$ cat config.mk
export PLATFORM = sky130hd
export DESIGN_NAME = ast_byte_packer_flat
export DESIGN_NICKNAME = d
export VERILOG_FILES = /design/src/rtl/ast_byte_packer_if.sv /design/src/rtl/ast_byte_packer.sv /design/src/flat_wrapper.sv
export SDC_FILE = /design/constraint.sdc
export NUM_CORES = 1
export LEC_CHECK = 0
export ABC_AREA = 1
export CORE_UTILIZATION = 45
export DETAILED_ROUTE_END_ITERATION = 16
export PLACE_DENSITY = 0.67
export SYNTH_ARGS = -nofsm -noshare
export SYNTH_HDL_FRONTEND = slang
export SYNTH_SLANG_ARGS = --single-unit
$ cat constraint.sdc
create_clock -name main_clk_i -period 6 [get_ports main_clk_i]
set_clock_uncertainty 0.15 [all_clocks]
set_input_delay 1.8 -clock main_clk_i [delete_from_list [all_inputs] [get_ports main_clk_i]]
set_output_delay 1.8 -clock main_clk_i [all_outputs]
set_load 0.02 [all_outputs]
$ cat src/rtl/ast_byte_packer_if.sv
// Avalon-ST bundle for ast_byte_packer: byte-wide sink side plus wide source side.
// slave = packer view, master = environment view.
interface ast_byte_packer_if #(
    parameter int unsigned AST_SOURCE_SYMBOLS = 8,
    parameter int unsigned AST_SOURCE_EMPTY_W = $clog2(AST_SOURCE_SYMBOLS),
    parameter int unsigned BYTE_W             = 8
) ();
    logic [BYTE_W-1:0]                         ast_sink_data_i;
    logic                                      ast_sink_ready_o;
    logic                                      ast_sink_valid_i;
    logic                                      ast_sink_startofpacket_i;
    logic                                      ast_sink_endofpacket_i;
    logic [AST_SOURCE_SYMBOLS-1:0][BYTE_W-1:0] ast_source_data_o;
    logic                                      ast_source_ready_i;
    logic                                      ast_source_valid_o;
    logic                                      ast_source_startofpacket_o;
    logic                                      ast_source_endofpacket_o;
    logic [AST_SOURCE_EMPTY_W-1:0]             ast_source_empty_o;

    modport slave (
        input  ast_sink_data_i, ast_sink_valid_i, ast_sink_startofpacket_i,
               ast_sink_endofpacket_i, ast_source_ready_i,
        output ast_sink_ready_o, ast_source_data_o, ast_source_valid_o,
               ast_source_startofpacket_o, ast_source_endofpacket_o, ast_source_empty_o
    );

    modport master (
        output ast_sink_data_i, ast_sink_valid_i, ast_sink_startofpacket_i,
               ast_sink_endofpacket_i, ast_source_ready_i,
        input  ast_sink_ready_o, ast_source_data_o, ast_source_valid_o,
               ast_source_startofpacket_o, ast_source_endofpacket_o, ast_source_empty_o
    );
endinterface

$ cat src/rtl/ast_byte_packer.sv
// Byte-to-beat Avalon-ST packer: collects a 1-symbol packet stream into
// AST_SOURCE_SYMBOLS-wide beats with sop/eop/empty, flushing malformed packets.
// Optional: define AST_PACKER_ERR_CNT_EN to add the saturating err_cnt_o counter.
module ast_byte_packer #(
    parameter int unsigned AST_SOURCE_SYMBOLS = 8,
    parameter int unsigned AST_SOURCE_ORDER   = 1,
    parameter int unsigned AST_SOURCE_EMPTY_W = $clog2(AST_SOURCE_SYMBOLS),
    parameter int unsigned BYTE_W             = 8
) (
    input  logic             main_clk_i,
    input  logic             main_srst_i,
    ast_byte_packer_if.slave ast
`ifdef AST_PACKER_ERR_CNT_EN
    ,
    output logic [15:0]      err_cnt_o
`endif
);
    localparam int unsigned S  = AST_SOURCE_SYMBOLS;
    localparam int unsigned CW = AST_SOURCE_EMPTY_W;

    typedef logic [S-1:0][BYTE_W-1:0] beat_t;
    typedef logic [S-2:0][BYTE_W-1:0] acc_t;
    // StPend: a sop+eop byte arrived in the same cycle as a flush; it waits in slot 0.
    typedef enum logic [1:0] {StIdle, StPkt, StPend} state_e;

    state_e        state_q, state_d;
    acc_t          acc_q, acc_d;
    logic [CW-1:0] cnt_q, cnt_d;
    logic          first_q, first_d;
    beat_t         out_data_q, out_data_d;
    logic          out_sop_q, out_sop_d;
    logic          out_eop_q, out_eop_d;
    logic [CW-1:0] out_empty_q, out_empty_d;
    logic          out_valid_q, out_valid_d;

    logic          out_free, sink_ready, accept, err_inc, start_new;
    logic          ld_en, ld_sop, ld_eop;
    beat_t         ld_data, acc_ext, ext, one_byte;
    logic [CW-1:0] ld_empty;
    logic [CW:0]   n_fill;

    // Map the first n slots onto output symbols; unused symbols stay zero.
    function automatic beat_t place(input beat_t slots, input logic [CW:0] n);
        beat_t b;
        b = '0;
        for (int unsigned k = 0; k < S; k++) begin
            if (k < 32'(n)) begin
                b[(AST_SOURCE_ORDER != 0) ? (S - 1 - k) : k] = slots[k];
            end
        end
        return b;
    endfunction

    function automatic logic [CW-1:0] empty_of(input logic [CW:0] n);
        logic [CW:0] e;
        e = (CW+1)'(S) - n;
        return e[CW-1:0];
    endfunction

    // Next-state: framing, accumulation and output-register loading.
    always_comb begin
        state_d     = state_q;
        acc_d       = acc_q;
        cnt_d       = cnt_q;
        first_d     = first_q;
        out_valid_d = out_valid_q && !ast.ast_source_ready_i;
        out_data_d  = out_data_q;
        out_sop_d   = out_sop_q;
        out_eop_d   = out_eop_q;
        out_empty_d = out_empty_q;
        err_inc     = 1'b0;
        start_new   = 1'b0;
        ld_en       = 1'b0;
        ld_data     = '0;
        ld_sop      = 1'b0;
        ld_eop      = 1'b0;
        ld_empty    = '0;

        out_free   = !out_valid_q || ast.ast_source_ready_i;
        sink_ready = !main_srst_i && out_free;
        accept     = ast.ast_sink_valid_i && sink_ready;

        acc_ext     = beat_t'({{BYTE_W{1'b0}}, acc_q});
        ext         = acc_ext;
        ext[cnt_q]  = ast.ast_sink_data_i;
        one_byte    = '0;
        one_byte[0] = ast.ast_sink_data_i;
        n_fill      = (CW+1)'(cnt_q) + (CW+1)'(1);

        unique case (state_q)
            StIdle: begin
                if (accept) begin
                    if (ast.ast_sink_startofpacket_i) start_new = 1'b1;
                    else err_inc = 1'b1;
                end
            end
            StPkt: begin
                if (accept) begin
                    if (ast.ast_sink_startofpacket_i) begin
                        err_inc = 1'b1;
                        if (cnt_q != '0) begin
                            ld_en    = 1'b1;
                            ld_data  = place(acc_ext, (CW+1)'(cnt_q));
                            ld_sop   = first_q;
                            ld_eop   = 1'b1;
                            ld_empty = empty_of((CW+1)'(cnt_q));
                        end
                        start_new = 1'b1;
                    end else if (ast.ast_sink_endofpacket_i || cnt_q == CW'(S - 1)) begin
                        ld_en    = 1'b1;
                        ld_data  = place(ext, n_fill);
                        ld_sop   = first_q;
                        ld_eop   = ast.ast_sink_endofpacket_i;
                        ld_empty = ast.ast_sink_endofpacket_i ? empty_of(n_fill) : '0;
                        cnt_d    = '0;
                        first_d  = 1'b0;
                        if (ast.ast_sink_endofpacket_i) state_d = StIdle;
                    end else begin
                        acc_d = ext[S-2:0];
                        cnt_d = cnt_q + CW'(1);
                    end
                end
            end
            StPend: begin
                if (out_free) begin
                    ld_en    = 1'b1;
                    ld_data  = place(acc_ext, (CW+1)'(1));
                    ld_sop   = 1'b1;
                    ld_eop   = 1'b1;
                    ld_empty = CW'(S - 1);
                    state_d  = StIdle;
                    if (accept) begin
                        if (ast.ast_sink_startofpacket_i) start_new = 1'b1;
                        else err_inc = 1'b1;
                    end
                end
            end
            default: state_d = StIdle;
        endcase

        if (start_new) begin
            acc_d[0] = ast.ast_sink_data_i;
            first_d  = 1'b1;
            cnt_d    = CW'(1);
            state_d  = StPkt;
            if (ast.ast_sink_endofpacket_i) begin
                cnt_d   = '0;
                first_d = 1'b0;
                if (ld_en) begin
                    state_d = StPend;
                end else begin
                    ld_en    = 1'b1;
                    ld_data  = place(one_byte, (CW+1)'(1));
                    ld_sop   = 1'b1;
                    ld_eop   = 1'b1;
                    ld_empty = CW'(S - 1);
                    state_d  = StIdle;
                end
            end
        end

        if (ld_en) begin
            out_valid_d = 1'b1;
            out_data_d  = ld_data;
            out_sop_d   = ld_sop;
            out_eop_d   = ld_eop;
            out_empty_d = ld_empty;
        end
    end

    // State and output register; reset drops any partial or pending beat.
    always_ff @(posedge main_clk_i) begin
        if (main_srst_i) begin
            state_q     <= StIdle;
            acc_q       <= '0;
            cnt_q       <= '0;
            first_q     <= 1'b0;
            out_data_q  <= '0;
            out_sop_q   <= 1'b0;
            out_eop_q   <= 1'b0;
            out_empty_q <= '0;
            out_valid_q <= 1'b0;
        end else begin
            state_q     <= state_d;
            acc_q       <= acc_d;
            cnt_q       <= cnt_d;
            first_q     <= first_d;
            out_data_q  <= out_data_d;
            out_sop_q   <= out_sop_d;
            out_eop_q   <= out_eop_d;
            out_empty_q <= out_empty_d;
            out_valid_q <= out_valid_d;
        end
    end

    assign ast.ast_sink_ready_o           = sink_ready;
    assign ast.ast_source_data_o          = out_data_q;
    assign ast.ast_source_valid_o         = out_valid_q;
    assign ast.ast_source_startofpacket_o = out_sop_q;
    assign ast.ast_source_endofpacket_o   = out_eop_q;
    assign ast.ast_source_empty_o         = out_empty_q;

`ifdef AST_PACKER_ERR_CNT_EN
    logic [15:0] err_cnt_q;

    // Saturating framing-error counter, cleared only by reset.
    always_ff @(posedge main_clk_i) begin
        if (main_srst_i) begin
            err_cnt_q <= '0;
        end else if (err_inc && err_cnt_q != 16'hFFFF) begin
            err_cnt_q <= err_cnt_q + 16'd1;
        end
    end

    assign err_cnt_o = err_cnt_q;
`else
    logic unused_err_inc;
    assign unused_err_inc = err_inc;
`endif
endmodule

$ cat src/flat_wrapper.sv
// flat-port wrapper written by rule: the top's interface ports become plain ports
module ast_byte_packer_flat 
#(
    parameter int unsigned AST_SOURCE_SYMBOLS = 8,
    parameter int unsigned AST_SOURCE_ORDER   = 1,
    parameter int unsigned AST_SOURCE_EMPTY_W = $clog2(AST_SOURCE_SYMBOLS),
    parameter int unsigned BYTE_W             = 8
)
  (main_clk_i, main_srst_i, ast_ast_sink_data_i, ast_ast_sink_valid_i, ast_ast_sink_startofpacket_i, ast_ast_sink_endofpacket_i, ast_ast_source_ready_i, ast_ast_sink_ready_o, ast_ast_source_data_o, ast_ast_source_valid_o, ast_ast_source_startofpacket_o, ast_ast_source_endofpacket_o, ast_ast_source_empty_o);
  ast_byte_packer_if #(.AST_SOURCE_SYMBOLS(AST_SOURCE_SYMBOLS), .AST_SOURCE_EMPTY_W(AST_SOURCE_EMPTY_W), .BYTE_W(BYTE_W)) ast_i ();
  input  logic main_clk_i;
  input  logic main_srst_i;
  input wire logic [$bits(ast_i.ast_sink_data_i)-1:0] ast_ast_sink_data_i;
  input wire logic [$bits(ast_i.ast_sink_valid_i)-1:0] ast_ast_sink_valid_i;
  input wire logic [$bits(ast_i.ast_sink_startofpacket_i)-1:0] ast_ast_sink_startofpacket_i;
  input wire logic [$bits(ast_i.ast_sink_endofpacket_i)-1:0] ast_ast_sink_endofpacket_i;
  input wire logic [$bits(ast_i.ast_source_ready_i)-1:0] ast_ast_source_ready_i;
  output wire logic [$bits(ast_i.ast_sink_ready_o)-1:0] ast_ast_sink_ready_o;
  output wire logic [$bits(ast_i.ast_source_data_o)-1:0] ast_ast_source_data_o;
  output wire logic [$bits(ast_i.ast_source_valid_o)-1:0] ast_ast_source_valid_o;
  output wire logic [$bits(ast_i.ast_source_startofpacket_o)-1:0] ast_ast_source_startofpacket_o;
  output wire logic [$bits(ast_i.ast_source_endofpacket_o)-1:0] ast_ast_source_endofpacket_o;
  output wire logic [$bits(ast_i.ast_source_empty_o)-1:0] ast_ast_source_empty_o;
  assign ast_i.ast_sink_data_i = ast_ast_sink_data_i;
  assign ast_i.ast_sink_valid_i = ast_ast_sink_valid_i;
  assign ast_i.ast_sink_startofpacket_i = ast_ast_sink_startofpacket_i;
  assign ast_i.ast_sink_endofpacket_i = ast_ast_sink_endofpacket_i;
  assign ast_i.ast_source_ready_i = ast_ast_source_ready_i;
  assign ast_ast_sink_ready_o = ast_i.ast_sink_ready_o;
  assign ast_ast_source_data_o = ast_i.ast_source_data_o;
  assign ast_ast_source_valid_o = ast_i.ast_source_valid_o;
  assign ast_ast_source_startofpacket_o = ast_i.ast_source_startofpacket_o;
  assign ast_ast_source_endofpacket_o = ast_i.ast_source_endofpacket_o;
  assign ast_ast_source_empty_o = ast_i.ast_source_empty_o;
  ast_byte_packer #(.AST_SOURCE_SYMBOLS(AST_SOURCE_SYMBOLS), .AST_SOURCE_ORDER(AST_SOURCE_ORDER), .AST_SOURCE_EMPTY_W(AST_SOURCE_EMPTY_W), .BYTE_W(BYTE_W)) u_core (.main_clk_i(main_clk_i), .main_srst_i(main_srst_i), .ast(ast_i));
endmodule
==> flow_summary.ini <==
[routing]
route.vias.total = 6822
drt-wirelength-per-cell_microns = 15.08
drt.antenna.violating_nets = 0
postRouteWirelength_microns = 19030
drcViolationCount = 0
route.detailed.vias_per_inst = 5.406
drt_pass1_iterations = 5
first_iter_violations = 625

[timing]
final_cycle_utilization_of_the_critical_path_pct = 86.04
final-hold-violation-count = 0
period_minus_slack_ns = 5.162
fin_tns_setup_ns = 0
final-setup-viol-count = 0
post_route_worst_hold_slack_ns = 0.3300
grt_setup_unrepaired = false
fmaxAchievable_mhz = 193.7
layout_setup_ws_ns = 0.8379
slew_headroom_pct = 42.91
max_slew.worst_pin.slew_ns = 0.8552
maxSlewViolCount = 0

[clock_network]
cts.repair.resized = 0
clk_pin_slew_worst_paths_ns = 0.06
clock_path_buffers = 2
cts-root-buf = sky130_fd_sc_hd__clkbuf_16
cts_tree = done
cts_bufs_inserted = 17
post-cts-setup-buffers = 0
h-tree-depth = 4
insertion_delay_ns = 0.43
postCtsHoldBufs = 0
tritoncts_num_sinks = 132

[layout]
layout-drive-gt1-share_pct = 7.143
leading_cell_types_in_the_layout_fill_and_taps_excluded = sky130_fd_sc_hd__nand2_1, sky130_fd_sc_hd__dfxtp_1, sky130_fd_sc_hd__nor2_1, sky130_fd_sc_hd__nand3_1, sky130_fd_sc_hd__a21oi_1
mostFrequentLayoutCell = sky130_fd_sc_hd__nand2_1
finalNetCount = 1089
final_cell_count_no_fill = 1262
layout-area-overhead-vs-synth_pct = 21.59
insertedDiodeCount = 0
ff_latch_area_sq_mm = 0.002643
filler_cell_count = 1425
final_core_util_pct = 56.28
multi_input_comb_area_sq_mm = 0.003657
post_route_cell_area_sq_mm = 0.008210

[power]
peakVddDrop_v = 0.0001817
p_leak_nw = 3.232
totalPowerFinal_mw = 2.024
powerDensity_mw_per_mm2 = 246.5

[synthesis]
synth_edf_count = 0
ys_seq_elements = 132
mappedNetlistArea_sq_mm = 0.006753
seq_area_frac_synth_pct = 39.13
syn-mean-instance-area_sq_um = 6.679
yosysUniqueCellTypes = 34
synth_fp_nets = 1035
synth-async-reset-ratio_pct = 0
synth-main-ff-cell = sky130_fd_sc_hd__dfxtp_1
yosysWarnings = 0
synthesis.instances = 1011

[place]
finalWeightedCongestion = 0.8887
detailed_place_hpwl_microns = 12140
numPortBuffers = 84
worst_slack_placed_ns = 0.8428
placedCellCount = 1230
placedInstanceArea_sq_mm = 0.007636

[die]
dieHeight_microns = 124.5
area_of_the_core_sq_mm = 0.01459
row_cnt = 44
die-area_sq_mm = 0.01550
initial_core_util_pct = 46.29
io_pins = 85
die_width_microns = 124.5

[worst_setup_path]
timing.critical_path.arrival_ns = 3.21
setup.worst_path.start_class = input port
critical_path.max_fanout = 4
critical_path_required_ns = 4.05
timing.setup.critical_path_class = in2out
timing.critical_path.to_type = primary output

[outcome]
outcome = finished, final reports clean

[global_route]
antenna_violations_before_repair = 0
grt_max_degree = 76
number_of_global_route_vias_before_repair = 6125
grt_pass1_wl_microns = 31190
grt.total_usage_pct = 24.80
grt_overflow = 0

[flow_run]
drv.max_cap_violation_count = 0

[worst_hold_path]
min_path_type = reg2reg
## power breakdown
part | total, mW | leakage, nW | switching, mW | internal [mW]
logic | 0.119 | 1.88 | 0.0833 | 0.0358
clock network | 1.01 | 0.288 | 0.393 | 0.620
registers | 0.892 | 1.06 | 0.00728 | 0.884
total | 2.02 | 3.23 | 0.484 | 1.54
## registers in the layout (all words and copies together), names as in the netlist, 2 cells and up
register                       cells
u_core.acc_ext                    56
u_core.ast.ast_source_data_o      64
u_core.ast.ast_source_empty_o      3
u_core.cnt_q                       3
u_core.state_q                     2
## worst max-delay path, cell delays in order
cell                              delay (ns)
sky130_fd_sc_hd__clkdlybuf4s50_1        0.47
sky130_fd_sc_hd__nor2_1                 0.08
sky130_fd_sc_hd__nor2_1                 0.21
sky130_fd_sc_hd__clkdlybuf4s50_1        0.65
## routing by layer
| metal | track usage (%) | share of wire (%) | up-vias |
|---|---|---|---|
| li1 | - | - | 3470 |
| met1 | 34.67 | 49 | 3141 |
| met2 | 38.35 | 45 | 188 |
| met3 | 4.338 | 5.2 | 23 |
| met4 | 8.434 | 1.3 | 0 |
| met5 | 0 | 0 | - |
## Yosys cell counts, types with 15 or more instances
| cell | n | share of area [%] |
|---|---|---|
| sky130_fd_sc_hd__nand2_1 | 292 | 16 |
| sky130_fd_sc_hd__dfxtp_1 | 132 | 39 |
| sky130_fd_sc_hd__nor2_1 | 98 | 5.4 |
| sky130_fd_sc_hd__nand3_1 | 90 | 6.7 |
| sky130_fd_sc_hd__a21oi_1 | 89 | 6.6 |
| sky130_fd_sc_hd__o21ai_1 | 69 | 5.1 |
| sky130_fd_sc_hd__o21ai_0 | 48 | 3.6 |
| sky130_fd_sc_hd__inv_1 | 37 | 2.1 |
| sky130_fd_sc_hd__clkbuf_1 | 31 | 1.7 |
| sky130_fd_sc_hd__buf_2 | 26 | 1.9 |
| sky130_fd_sc_hd__a31oi_1 | 15 | 1.4 |
## final timing paths
kind                                   startpoint                               end  slack [ns]  depth (start not counted)
setup / recovery           ast_ast_source_ready_i              ast_ast_sink_ready_o        0.84                          4
hold / removal    u_core.ast.ast_source_data_o[7]   u_core.ast.ast_source_data_o[7]        0.33                          2
setup reg to reg                  u_core.cnt_q[0]  u_core.ast.ast_source_data_o[47]        2.71                         11
hold reg to reg   u_core.ast.ast_source_data_o[7]   u_core.ast.ast_source_data_o[7]        0.33                          2
## kinds of logic (layout without fill, tap and decap cells)
family / after synthesis / in the layout / synth area share, %
AND/OR/NAND/NOR: 508 / 508 / 31.76
buffers and inverters: 109 / 176 / 6.930
flip-flops: 132 / 132 / 39.13
AO/OA/AOI/OAI: 252 / 252 / 20.33
adder cells (fa/ha/maj): 10 / 10 / 1.853
## area by class of cell
class	count	area share, %
Inverter	48	2.194
Tap cell	184	2.804
Sequential cell	132	32.19
Timing Repair Buffer	96	11.28
Clock inverter	9	0.9296
Clock buffer	23	6.065
Multi-Input combinational cell	770	44.54
Power figures use the tool's default switching activity.
